==> src/rtl/axistream_pack_keep_if.sv <==
// Bus bundle for the packer: a narrow source stream in and a wide, keep-qualified
// destination stream out. The design sits on the slave modport; a driver/consumer
// pair sits on the master modport.
interface axistream_pack_keep_if #(
  parameter int DATA_WIDTH = 8,
  parameter int NUM_PACK   = 4
);
  logic                           src_tvalid;
  logic                           src_tready;
  logic [DATA_WIDTH-1:0]          src_tdata;
  logic                           src_tlast;
  logic                           dest_tvalid;
  logic                           dest_tready;
  logic [DATA_WIDTH*NUM_PACK-1:0] dest_tdata;
  logic [NUM_PACK-1:0]            dest_tkeep;
  logic                           dest_tlast;

  modport slave (
    input  src_tvalid, src_tdata, src_tlast, dest_tready,
    output src_tready, dest_tvalid, dest_tdata, dest_tkeep, dest_tlast
  );

  modport master (
    output src_tvalid, src_tdata, src_tlast, dest_tready,
    input  src_tready, dest_tvalid, dest_tdata, dest_tkeep, dest_tlast
  );
endinterface

==> src/rtl/axistream_pack_keep.sv <==
// Gathers up to NUM_PACK narrow source beats into one wide destination word.
// A tlast on any beat closes the word early; unfilled lanes are zero and their
// keep bits are clear. An assembly stage feeds a single output register, so one
// source beat per cycle is accepted whenever the consumer is ready.
module axistream_pack_keep #(
  parameter int   DATA_WIDTH = 8,
  parameter int   NUM_PACK   = 4,
  parameter logic BIG_ENDIAN = 1'b0
) (
  input  logic                        clk,
  input  logic                        rst,
  axistream_pack_keep_if.slave        bus,
  output logic                        short_word
);
  localparam int IDX_W  = $clog2(NUM_PACK);
  localparam int WORD_W = DATA_WIDTH * NUM_PACK;

  logic [IDX_W-1:0]    idx_p0;
  logic [WORD_W-1:0]   asm_data_p0;
  logic [NUM_PACK-1:0] asm_keep_p0;
  logic [WORD_W-1:0]   out_data_p1;
  logic [NUM_PACK-1:0] out_keep_p1;
  logic                out_last_p1;
  logic                vld_p1;

  logic [IDX_W-1:0]    lane;
  logic [WORD_W-1:0]   merged_data;
  logic [NUM_PACK-1:0] merged_keep;
  logic                src_ready;
  logic                accept;
  logic                close;
  logic                pop;

  // Handshake: the source may only advance when the output register can take a word.
  assign src_ready = rst && (!vld_p1 || bus.dest_tready);
  assign accept    = bus.src_tvalid && src_ready;
  assign pop       = vld_p1 && bus.dest_tready;
  assign close     = (idx_p0 == IDX_W'(NUM_PACK - 1)) || bus.src_tlast;
  assign lane      = BIG_ENDIAN ? (IDX_W'(NUM_PACK - 1) - idx_p0) : idx_p0;

  // Merge the incoming element into the partial word at its lane.
  always_comb begin
    merged_data = asm_data_p0;
    merged_keep = asm_keep_p0;
    for (int k = 0; k < NUM_PACK; k++) begin
      if (lane == IDX_W'(k)) begin
        merged_data[k*DATA_WIDTH +: DATA_WIDTH] = bus.src_tdata;
        merged_keep[k]                          = 1'b1;
      end
    end
  end

  // ---- stage p0: assembly of the partial word ----
  // Accumulate beats; a closing beat hands the word on and restarts at lane index 0.
  always_ff @(posedge clk or negedge rst) begin
    if (!rst) begin
      idx_p0      <= '0;
      asm_data_p0 <= '0;
      asm_keep_p0 <= '0;
    end else if (accept) begin
      if (close) begin
        idx_p0      <= '0;
        asm_data_p0 <= '0;
        asm_keep_p0 <= '0;
      end else begin
        idx_p0      <= idx_p0 + IDX_W'(1);
        asm_data_p0 <= merged_data;
        asm_keep_p0 <= merged_keep;
      end
    end
  end

  // ---- stage p1: output register ----
  // Load a closed word (replacing one being popped the same cycle) or drop valid on pop.
  always_ff @(posedge clk or negedge rst) begin
    if (!rst) begin
      vld_p1      <= 1'b0;
      out_data_p1 <= '0;
      out_keep_p1 <= '0;
      out_last_p1 <= 1'b0;
    end else if (accept && close) begin
      vld_p1      <= 1'b1;
      out_data_p1 <= merged_data;
      out_keep_p1 <= merged_keep;
      out_last_p1 <= bus.src_tlast;
    end else if (pop) begin
      vld_p1 <= 1'b0;
    end
  end

  // Flag, one cycle later, every accepted word that is not completely filled.
  always_ff @(posedge clk or negedge rst) begin
    if (!rst) begin
      short_word <= 1'b0;
    end else begin
      short_word <= pop && (out_keep_p1 != {NUM_PACK{1'b1}});
    end
  end

  assign bus.src_tready  = src_ready;
  assign bus.dest_tvalid = vld_p1;
  assign bus.dest_tdata  = out_data_p1;
  assign bus.dest_tkeep  = out_keep_p1;
  assign bus.dest_tlast  = out_last_p1;
endmodule
==> src/flat_wrapper.sv <==
// flat-port wrapper written by rule: the top's interface ports become plain ports
module axistream_pack_keep_flat 
#(
  parameter int   DATA_WIDTH = 8,
  parameter int   NUM_PACK   = 4,
  parameter logic BIG_ENDIAN = 1'b0
)
  (clk, rst, short_word, bus_src_tvalid, bus_src_tdata, bus_src_tlast, bus_dest_tready, bus_src_tready, bus_dest_tvalid, bus_dest_tdata, bus_dest_tkeep, bus_dest_tlast);
  axistream_pack_keep_if #(.DATA_WIDTH(DATA_WIDTH), .NUM_PACK(NUM_PACK)) bus_i ();
  input  logic clk;
  input  logic rst;
  output logic short_word;
  input wire logic [$bits(bus_i.src_tvalid)-1:0] bus_src_tvalid;
  input wire logic [$bits(bus_i.src_tdata)-1:0] bus_src_tdata;
  input wire logic [$bits(bus_i.src_tlast)-1:0] bus_src_tlast;
  input wire logic [$bits(bus_i.dest_tready)-1:0] bus_dest_tready;
  output wire logic [$bits(bus_i.src_tready)-1:0] bus_src_tready;
  output wire logic [$bits(bus_i.dest_tvalid)-1:0] bus_dest_tvalid;
  output wire logic [$bits(bus_i.dest_tdata)-1:0] bus_dest_tdata;
  output wire logic [$bits(bus_i.dest_tkeep)-1:0] bus_dest_tkeep;
  output wire logic [$bits(bus_i.dest_tlast)-1:0] bus_dest_tlast;
  assign bus_i.src_tvalid = bus_src_tvalid;
  assign bus_i.src_tdata = bus_src_tdata;
  assign bus_i.src_tlast = bus_src_tlast;
  assign bus_i.dest_tready = bus_dest_tready;
  assign bus_src_tready = bus_i.src_tready;
  assign bus_dest_tvalid = bus_i.dest_tvalid;
  assign bus_dest_tdata = bus_i.dest_tdata;
  assign bus_dest_tkeep = bus_i.dest_tkeep;
  assign bus_dest_tlast = bus_i.dest_tlast;
  axistream_pack_keep #(.DATA_WIDTH(DATA_WIDTH), .NUM_PACK(NUM_PACK), .BIG_ENDIAN(BIG_ENDIAN)) u_core (.clk(clk), .rst(rst), .bus(bus_i), .short_word(short_word));
endmodule
==> config.mk <==
export PLATFORM = sky130hd
export DESIGN_NAME = axistream_pack_keep_flat
export DESIGN_NICKNAME = d
export VERILOG_FILES = /design/src/rtl/axistream_pack_keep_if.sv /design/src/rtl/axistream_pack_keep.sv /design/src/flat_wrapper.sv
export SDC_FILE = /design/constraint.sdc
export NUM_CORES = 1
export LEC_CHECK = 0
export CAP_MARGIN = 20
export CELL_PAD_IN_SITES_DETAIL_PLACEMENT = 1
export CELL_PAD_IN_SITES_GLOBAL_PLACEMENT = 1
export CORE_ASPECT_RATIO = 2
export CORE_MARGIN = 3
export CORE_UTILIZATION = 40
export CTS_BUF_LIST = sky130_fd_sc_hd__clkbuf_8
export DETAILED_ROUTE_END_ITERATION = 8
export PLACE_DENSITY_LB_ADDON = 0.3
export SYNTH_ARGS = -nofsm -noshare
export SYNTH_HDL_FRONTEND = slang
export SYNTH_SLANG_ARGS = --single-unit
==> constraint.sdc <==
create_clock -name clk -period 1.65 [get_ports clk]
set_input_delay 0.495 -clock clk [delete_from_list [all_inputs] [get_ports clk]]
set_output_delay 0.495 -clock clk [all_outputs]
set_load 0.02 [all_outputs]
==> summary.md, run 1 <==
| Metric | Value |
|---|---|
| Status | `completed` |
| Ys Warns | `0` |
| Via count | `2690` |
| Gate Count Post-Synth | `280` |
| Seq/Total Area, Yosys | `57.2%` |
| Die span in x | `70.9 um` |
| Clk Latency, worst-skew pair | `370 ps` |
| Fmax | `623 MHz` |
| WP data arrival | `1110 ps` |
| Share of layout cells above drive strength 1 | `18.6%` |
| Flop-to-flop setup slack | `60 ps` |
| Drt pass-1 iters | `4` |
| Final setup violation count | `0` |
| Core outline area | `8060 um^2` |
| Hold bufs inserted after CTS | `0` |
| Die Height | `136 um` |
| Worst setup path class | `reg2out` |
| Average size of a mapped cell | `12.0 um^2` |
| Post-route minimum period | `1600 ps` |
| Synthesized flop and latch total | `77` |
| Post-Syn Area | `3370 um^2` |
| Row cnt | `46` |
| R2r endpoint | `u_core.bus.dest_tdata[9]` |
| Area grow syn2layout | `31.0%` |
| CTS Buf Count | `9` |
| CTS tree | `yes` |
| Total Wirelength | `9860 um` |
| Clock Sinks | `77` |
| Antenna diode count | `0` |
| Worst Skew | `11.4 ps` |
| Mapped Nets | `297` |
| Required @ worst endpoint | `1150 ps` |
| Power per Cell Area | `1380 nW/um^2` |
| Crit path capture | `bus_src_tready` |
| Clock transition time at the flip-flop clock pins of the worst setup and hold paths | `80 ps` |
| Root buffer cell | `clkbuf_8` |
| WL/cell | `21.6 um` |
| Grt total ovfl | `0` |
| Hold Crit Class | `in2async` |
| Max-slew headroom | `54.6%` |
| Initial antenna violation count | `0` |
| LEAKAGE | `0.00203 uW` |
| Reg2reg start | `u_core.idx_p0[1]` |
| R2R depth | `5` |
| Element type at the critical path end | `output pin` |
| Final Util | `54.8%` |
| Final HPWL DP | `6480 um` |
| Die ar. | `9630 um^2` |
| Final Max Slew Viols | `0` |
| DR DRC count | `0` |
| Net count reported at finish | `373` |
| Vias in the first global route | `2805` |
| Detailed-route vias per instance | `5.89` |
| Starting Density | `41.8%` |
| Max-Cap Viols | `0` |
| Clock Tree Buf Depth | `2` |
| Final Hold Fails | `0` |
| H-Tree Depth | `3` |
| Max rail drop VDD | `0.730 mV` |
| Largest cells by area after synthesis | `dfrtp_1, mux2i_1, a31oi_1` |
| Post-route ant nets | `0` |
| Hold WS | `254 ps` |
| IO Pins | `53` |
| Startpoint types | `flop` |
| Synth unique cells | `26` |
| Share of the synthesized area in the top cell type | `57.2%` |
| PortBufs | `52` |
| GPL Wtd Cong | `0.752` |
| Final std cells w/o fill | `457` |
| Worst-path fanout max | `2` |
| First-pass GRT wire length | `15200 um` |
| Largest net degree at the start of global routing | `54` |
| Placed insts | `438` |
| Critical path origin | `u_core.bus.dest_tvalid` |
| Final worst path period share | `97.2%` |
| GRT Util Overall | `20.9%` |
| Slew @ Worst Pin | `681 ps` |
| Synth area leader | `dfrtp_1` |
| Iteration-0 DRC Markers | `128` |
[flip-flops by register name, summed over array words and instances, names as in the netlist]
register / flops
u_core.asm_keep_p0: 4
u_core.asm_data_p0: 32
u_core.bus.dest_tlast: 1
u_core.bus.dest_tkeep: 4
u_core.short_word: 1
u_core.bus.dest_tdata: 32
u_core.bus.dest_tvalid: 1
u_core.idx_p0: 2
[report_power, final]
group          leakage [uW]  internal (uW)  switching (uW)  total, uW
Sequential         0.000969           2280             244       2530
Combinational      0.000944            821            1090       1910
Clock              0.000121            924             712       1640
Total               0.00203           4030            2050       6080
[cells in the mapped netlist]
| cell type | n |
|---|---|
| a211oi_1 | 1 |
| o211ai_2 | 2 |
| a41oi_1 | 1 |
| nand2b_1 | 1 |
| a22o_1 | 25 |
| nand3_1 | 2 |
| buf_2 | 19 |
| nand2_1 | 2 |
| and4_1 | 3 |
| dfrtp_1 | 77 |
| buf_6 | 4 |
| nand4_1 | 1 |
| nor3b_1 | 1 |
| mux2i_1 | 33 |
| a21oi_1 | 36 |
| or2_4 | 1 |
| nor2_1 | 8 |
| a31oi_1 | 38 |
| inv_1 | 2 |
| o211ai_4 | 1 |
| and3_1 | 1 |
| buf_4 | 3 |
| nor2b_1 | 9 |
| and2_1 | 3 |
| o21ai_0 | 2 |
| ha_1 | 4 |
[critical path, stage by stage (launching register included)]
cell	delay, ps
dfrtp_1	410
nand2b_4	90
and2_4	140
buf_6	100
[layer usage]
metal | share of wire [%] | GRT usage (%) | wire [um] | up-vias
met5 | 0 | 0 | 0 | -
met4 | 2.4 | 9.00 | 237 | 0
met3 | 3.9 | 4.52 | 389 | 18
met2 | 53 | 36.0 | 5260 | 74
met1 | 40 | 25.0 | 3980 | 1394
li1 | - | - | - | 1204
[cell usage in the layout (no fill, tap or decap), types with 3 or more instances in the layout]
cell	instances
dlygate4sd2_1	37
a31oi_1	38
o211ai_4	3
and4_1	3
buf_12	3
a22o_1	25
a21oi_1	36
mux2i_1	33
nor2b_1	9
nor2_1	8
inv_1	3
dfrtp_1	77
clkdlybuf4s50_1	9
buf_4	32
clkbuf_8	11
ha_1	3
buf_6	4
[metrics by stage]
| step | area, um^2 | total power (uW) | TNS [ps] | setup slack, ps |
|---|---|---|---|---|
| 4_1_cts | 4350 | 6090 | -4.26 | -4.26 |
| 5_1_grt | 4420 | 6370 | -17.4 | -17.0 |
| 6_report | 4420 | 6080 | 0 | 46.0 |
| 3_5_place_dp | 4160 | 4650 | -41880 | -695 |
| 2_1_floorplan | 3380 | 3630 | 0 | 28.8 |
| 3_3_place_gp | 4160 | 4580 | -38350 | -678 |
[kinds of logic after synthesis]
kind of cell | Yosys count | share of synthesized area (%)
AOI/OAI and AO/OA | 106 | 21.0
adders and majority gates | 4 | 1.48
buffers and inverters | 28 | 5.05
DFF | 77 | 57.2
muxes | 33 | 9.80
and+or+nand+nor | 32 | 5.46
[how the worst min path moves through the flow]
stage | to | slack (ps) | cells past startpoint
2_1_floorplan | u_core.asm_data_p0[0] | 200 | 0
3_3_place_gp | u_core.asm_keep_p0[0] | 480 | 2
6_report | u_core.bus.dest_tdata[0] | 250 | 3
4_1_cts | u_core.bus.dest_tdata[0] | 250 | 3
3_5_place_dp | u_core.asm_data_p0[20] | 480 | 1
5_1_grt | u_core.bus.dest_tdata[0] | 280 | 3
[cell type report]
| class | instances | area [um^2] |
|---|---|---|
| repair buffers | 90 | 817 |
| clock buffers | 11 | 151 |
| multi-input cells | 176 | 1320 |
| fillers | 857 | 3640 |
| flip-flops and latches | 77 | 1930 |
| clock inverters | 5 | 73.8 |
| inverters | 2 | 7.51 |
| well taps | 96 | 120 |
[timing repair]
action	in CTS	in global routing
setup endpoints to repair	112	56
gates resized for setup	52	11
setup buffers	0	1
gates cloned	0	2
pin swaps	1	1
Note: power is estimated with default switching activity, not from simulation.
==> run 2: changes to the inputs <==
- CTS_CLUSTER_DIAMETER: default -> 120
==> results of run 2 <==
No change in the layout: final DEF, timing and power equal those of run 1.
==> run 3: changes to the inputs <==
- CTS_BUF_LIST: sky130_fd_sc_hd__clkbuf_8 -> sky130_fd_sc_hd__clkbuf_4
==> run 3 against run 2 <==
Effect of this change: the run now ends with negative setup slack left; total power decreased by 3.2%; non-clock buffer count increased by 11; wire length down 2.2%; cell area unchanged; via count is 0.41% higher; cell count grew 2.4%; maximum frequency decreased by 4.6%; global-route usage fell by 0.27 points; clock power fell by 23%; sequential share of layout area unchanged; largest cell class unchanged; largest power group unchanged; highest routed layer unchanged.
==> summary.md, run 3 (synthesis gave the netlist of run 1 again) <==
| Metric | Value |
|---|---|
| Worst Skew | `11.3 ps` |
| Worst setup path class | `reg2out` |
| Grt met3 use | `3.26%` |
| Grt total ovfl | `0` |
| First-pass GRT wire length | `15200 um` |
| Final HPWL DP | `6480 um` |
| Power per Cell Area | `1330 nW/um^2` |
| Starting Density | `41.8%` |
| Share of layout cells above drive strength 1 | `30.6%` |
| Root buffer cell | `clkbuf_4` |
| Vias in the first global route | `2850` |
| Die Height | `136 um` |
| Worst-path fanout max | `2` |
| Clk Latency, worst-skew pair | `440 ps` |
| LEAKAGE | `0.00201 uW` |
| Clock Tree Buf Depth | `2` |
| IO Pins | `53` |
| Slew @ Worst Pin | `687 ps` |
| Final Util | `54.8%` |
| WP data arrival | `1190 ps` |
| CTS Buf Count | `9` |
| Clock Sinks | `77` |
| GRT Util Overall | `20.7%` |
| Initial antenna violation count | `0` |
| Fmax | `595 MHz` |
| CP max stage delay | `420 ps` |
| Die ar. | `9630 um^2` |
| CP top delay family | `flip-flops` |
| Hold Crit Class | `in2async` |
| Required @ worst endpoint | `1150 ps` |
| PortBufs | `52` |
| Fill count | `863` |
| Die span in x | `70.9 um` |
| RSZ-0062 raised after global routing | `yes` |
| Post-route ant nets | `0` |
| DR DRC count | `0` |
| Row cnt | `46` |
| Most Crowded Layer GR | `met2` |
| Net count reported at finish | `384` |
| GPL Wtd Cong | `0.752` |
| Iteration-0 DRC Markers | `111` |
| Most common cell after layout, fill and taps aside | `dfrtp_1` |
| Via count | `2701` |
| Met2 GRT Util | `35.6%` |
| Hold bufs inserted after CTS | `0` |
| Element type at the critical path end | `output pin` |
| Failing checks | `negative setup slack` |
| Max-Cap Viols | `0` |
| Max rail drop VDD | `0.678 mV` |
| Drt pass-1 iters | `4` |
| Post-route minimum period | `1680 ps` |
| Antenna diode count | `0` |
| Status | `finished with violations` |
| Setup ws final | `-31.8 ps` |
| Largest net degree at the start of global routing | `54` |
| Final worst path period share | `102%` |
| H-Tree Depth | `3` |
| Register area | `1930 um^2` |
| Multi-input gate area | `1310 um^2` |
| Final Max Slew Viols | `0` |
| Detailed-route vias per instance | `5.77` |
| Hold WS | `171 ps` |
| Final setup violation count | `2` |
| Area grow syn2layout | `31.0%` |
| Total Wirelength | `9640 um` |
| GRT met1 Usage | `24.6%` |
| Clock transition time at the flip-flop clock pins of the worst setup and hold paths | `120 ps` |
| Buf+Inv Stages, Crit Path | `1` |
| Final Hold Fails | `0` |
| Core outline area | `8060 um^2` |
| Max-slew headroom | `54.2%` |
| CP cell instances | `nand2b_4 > and2_4 > buf_6` |
| WL/cell | `20.6 um` |
| Startpoint types | `flop` |
| CTS tree | `yes` |
| Commonest non-fill, non-tap cells in the layout | `dfrtp_1, buf_4, a31oi_1` |
| Max stage delay cell, worst path | `dfrtp_1` |
## run 3: changes by cell type in the layout (fill, tap and decap cells not counted), sizes merged, moves of 2 or more
cell           previous run  this run
clkbuf                   13        11
buf                      40        62
clkinv                    2         4
dlygate4sd2              37         1
clkdlybuf4s15             1        27
## run 3: metal layers
| metal | share of wire (%) | up-vias |
|---|---|---|
| met5 | 0 | - |
| met4 | 2.8 | 0 |
| met3 | 3.1 | 14 |
| met2 | 53 | 59 |
| met1 | 41 | 1397 |
| li1 | - | 1231 |
## run 3: path summary, 6_finish.rpt
path,cells after the start,end,start,slack [ps]
max in group asynchronous,2,u_core.asm_data_p0[8],rst,970
worst max-delay path,3,bus_src_tready,u_core.bus.dest_tvalid,-30
worst min-delay path,3,u_core.bus.dest_tkeep[1],rst,170
worst max register to register,5,u_core.bus.dest_tdata[23],u_core.bus.dest_tvalid,-10
min in group clk,3,u_core.short_word,bus_dest_tready,460
worst min register to register,1,u_core.asm_data_p0[20],u_core.asm_data_p0[20],510
## run 3: report_power, final
group / switching (uW) / internal (uW) / leakage, uW / total [uW]
clock network: 650 / 617 / 0.0000852 / 1270
registers: 242 / 2280 / 0.000969 / 2520
logic: 1120 / 974 / 0.000952 / 2090
## run 3: what timing repair did
| item | CTS | global route |
|---|---|---|
| pin swaps | 2 | 0 |
| hold endpoints to repair | 0 | 0 |
| setup buffers | 7 | 6 |
| gates cloned | 0 | 1 |
| setup endpoints to repair | 100 | 65 |
| gates resized for setup | 131 | 10 |
## run 3: worst register-to-register path: stages, from the launching register on
cell      delay [ps]
dfrtp_1          420
nand2b_4          90
buf_4            360
and3_1           330
buf_12           210
a21oi_1          140
## run 3: cell type report
class                   instances  share of cell area [%]
clock buffers                  10                    1.70
clock inverters                 6                    1.76
inverters                       2                   0.170
multi-input cells             176                    29.6
flip-flops and latches         77                    43.6
well taps                      96                    2.72
repair buffers                101                    20.5
## run 3: per-stage QoR
| step | total power (uW) | setup WS [ps] | setup TNS [ps] | std cells | cell area [um^2] |
|---|---|---|---|---|---|
| CTS | 5890 | -85.7 | -110 | 461 | 4390 |
| global placement | 4580 | -678 | -38350 | 438 | 4160 |
| finish | 5880 | -31.8 | -36.9 | 468 | 4420 |
| global route | 6190 | -94.0 | -2080 | 468 | 4420 |
| detailed placement | 4650 | -695 | -41880 | 438 | 4160 |
| floorplan | 3630 | 28.8 | 0 | 280 | 3380 |
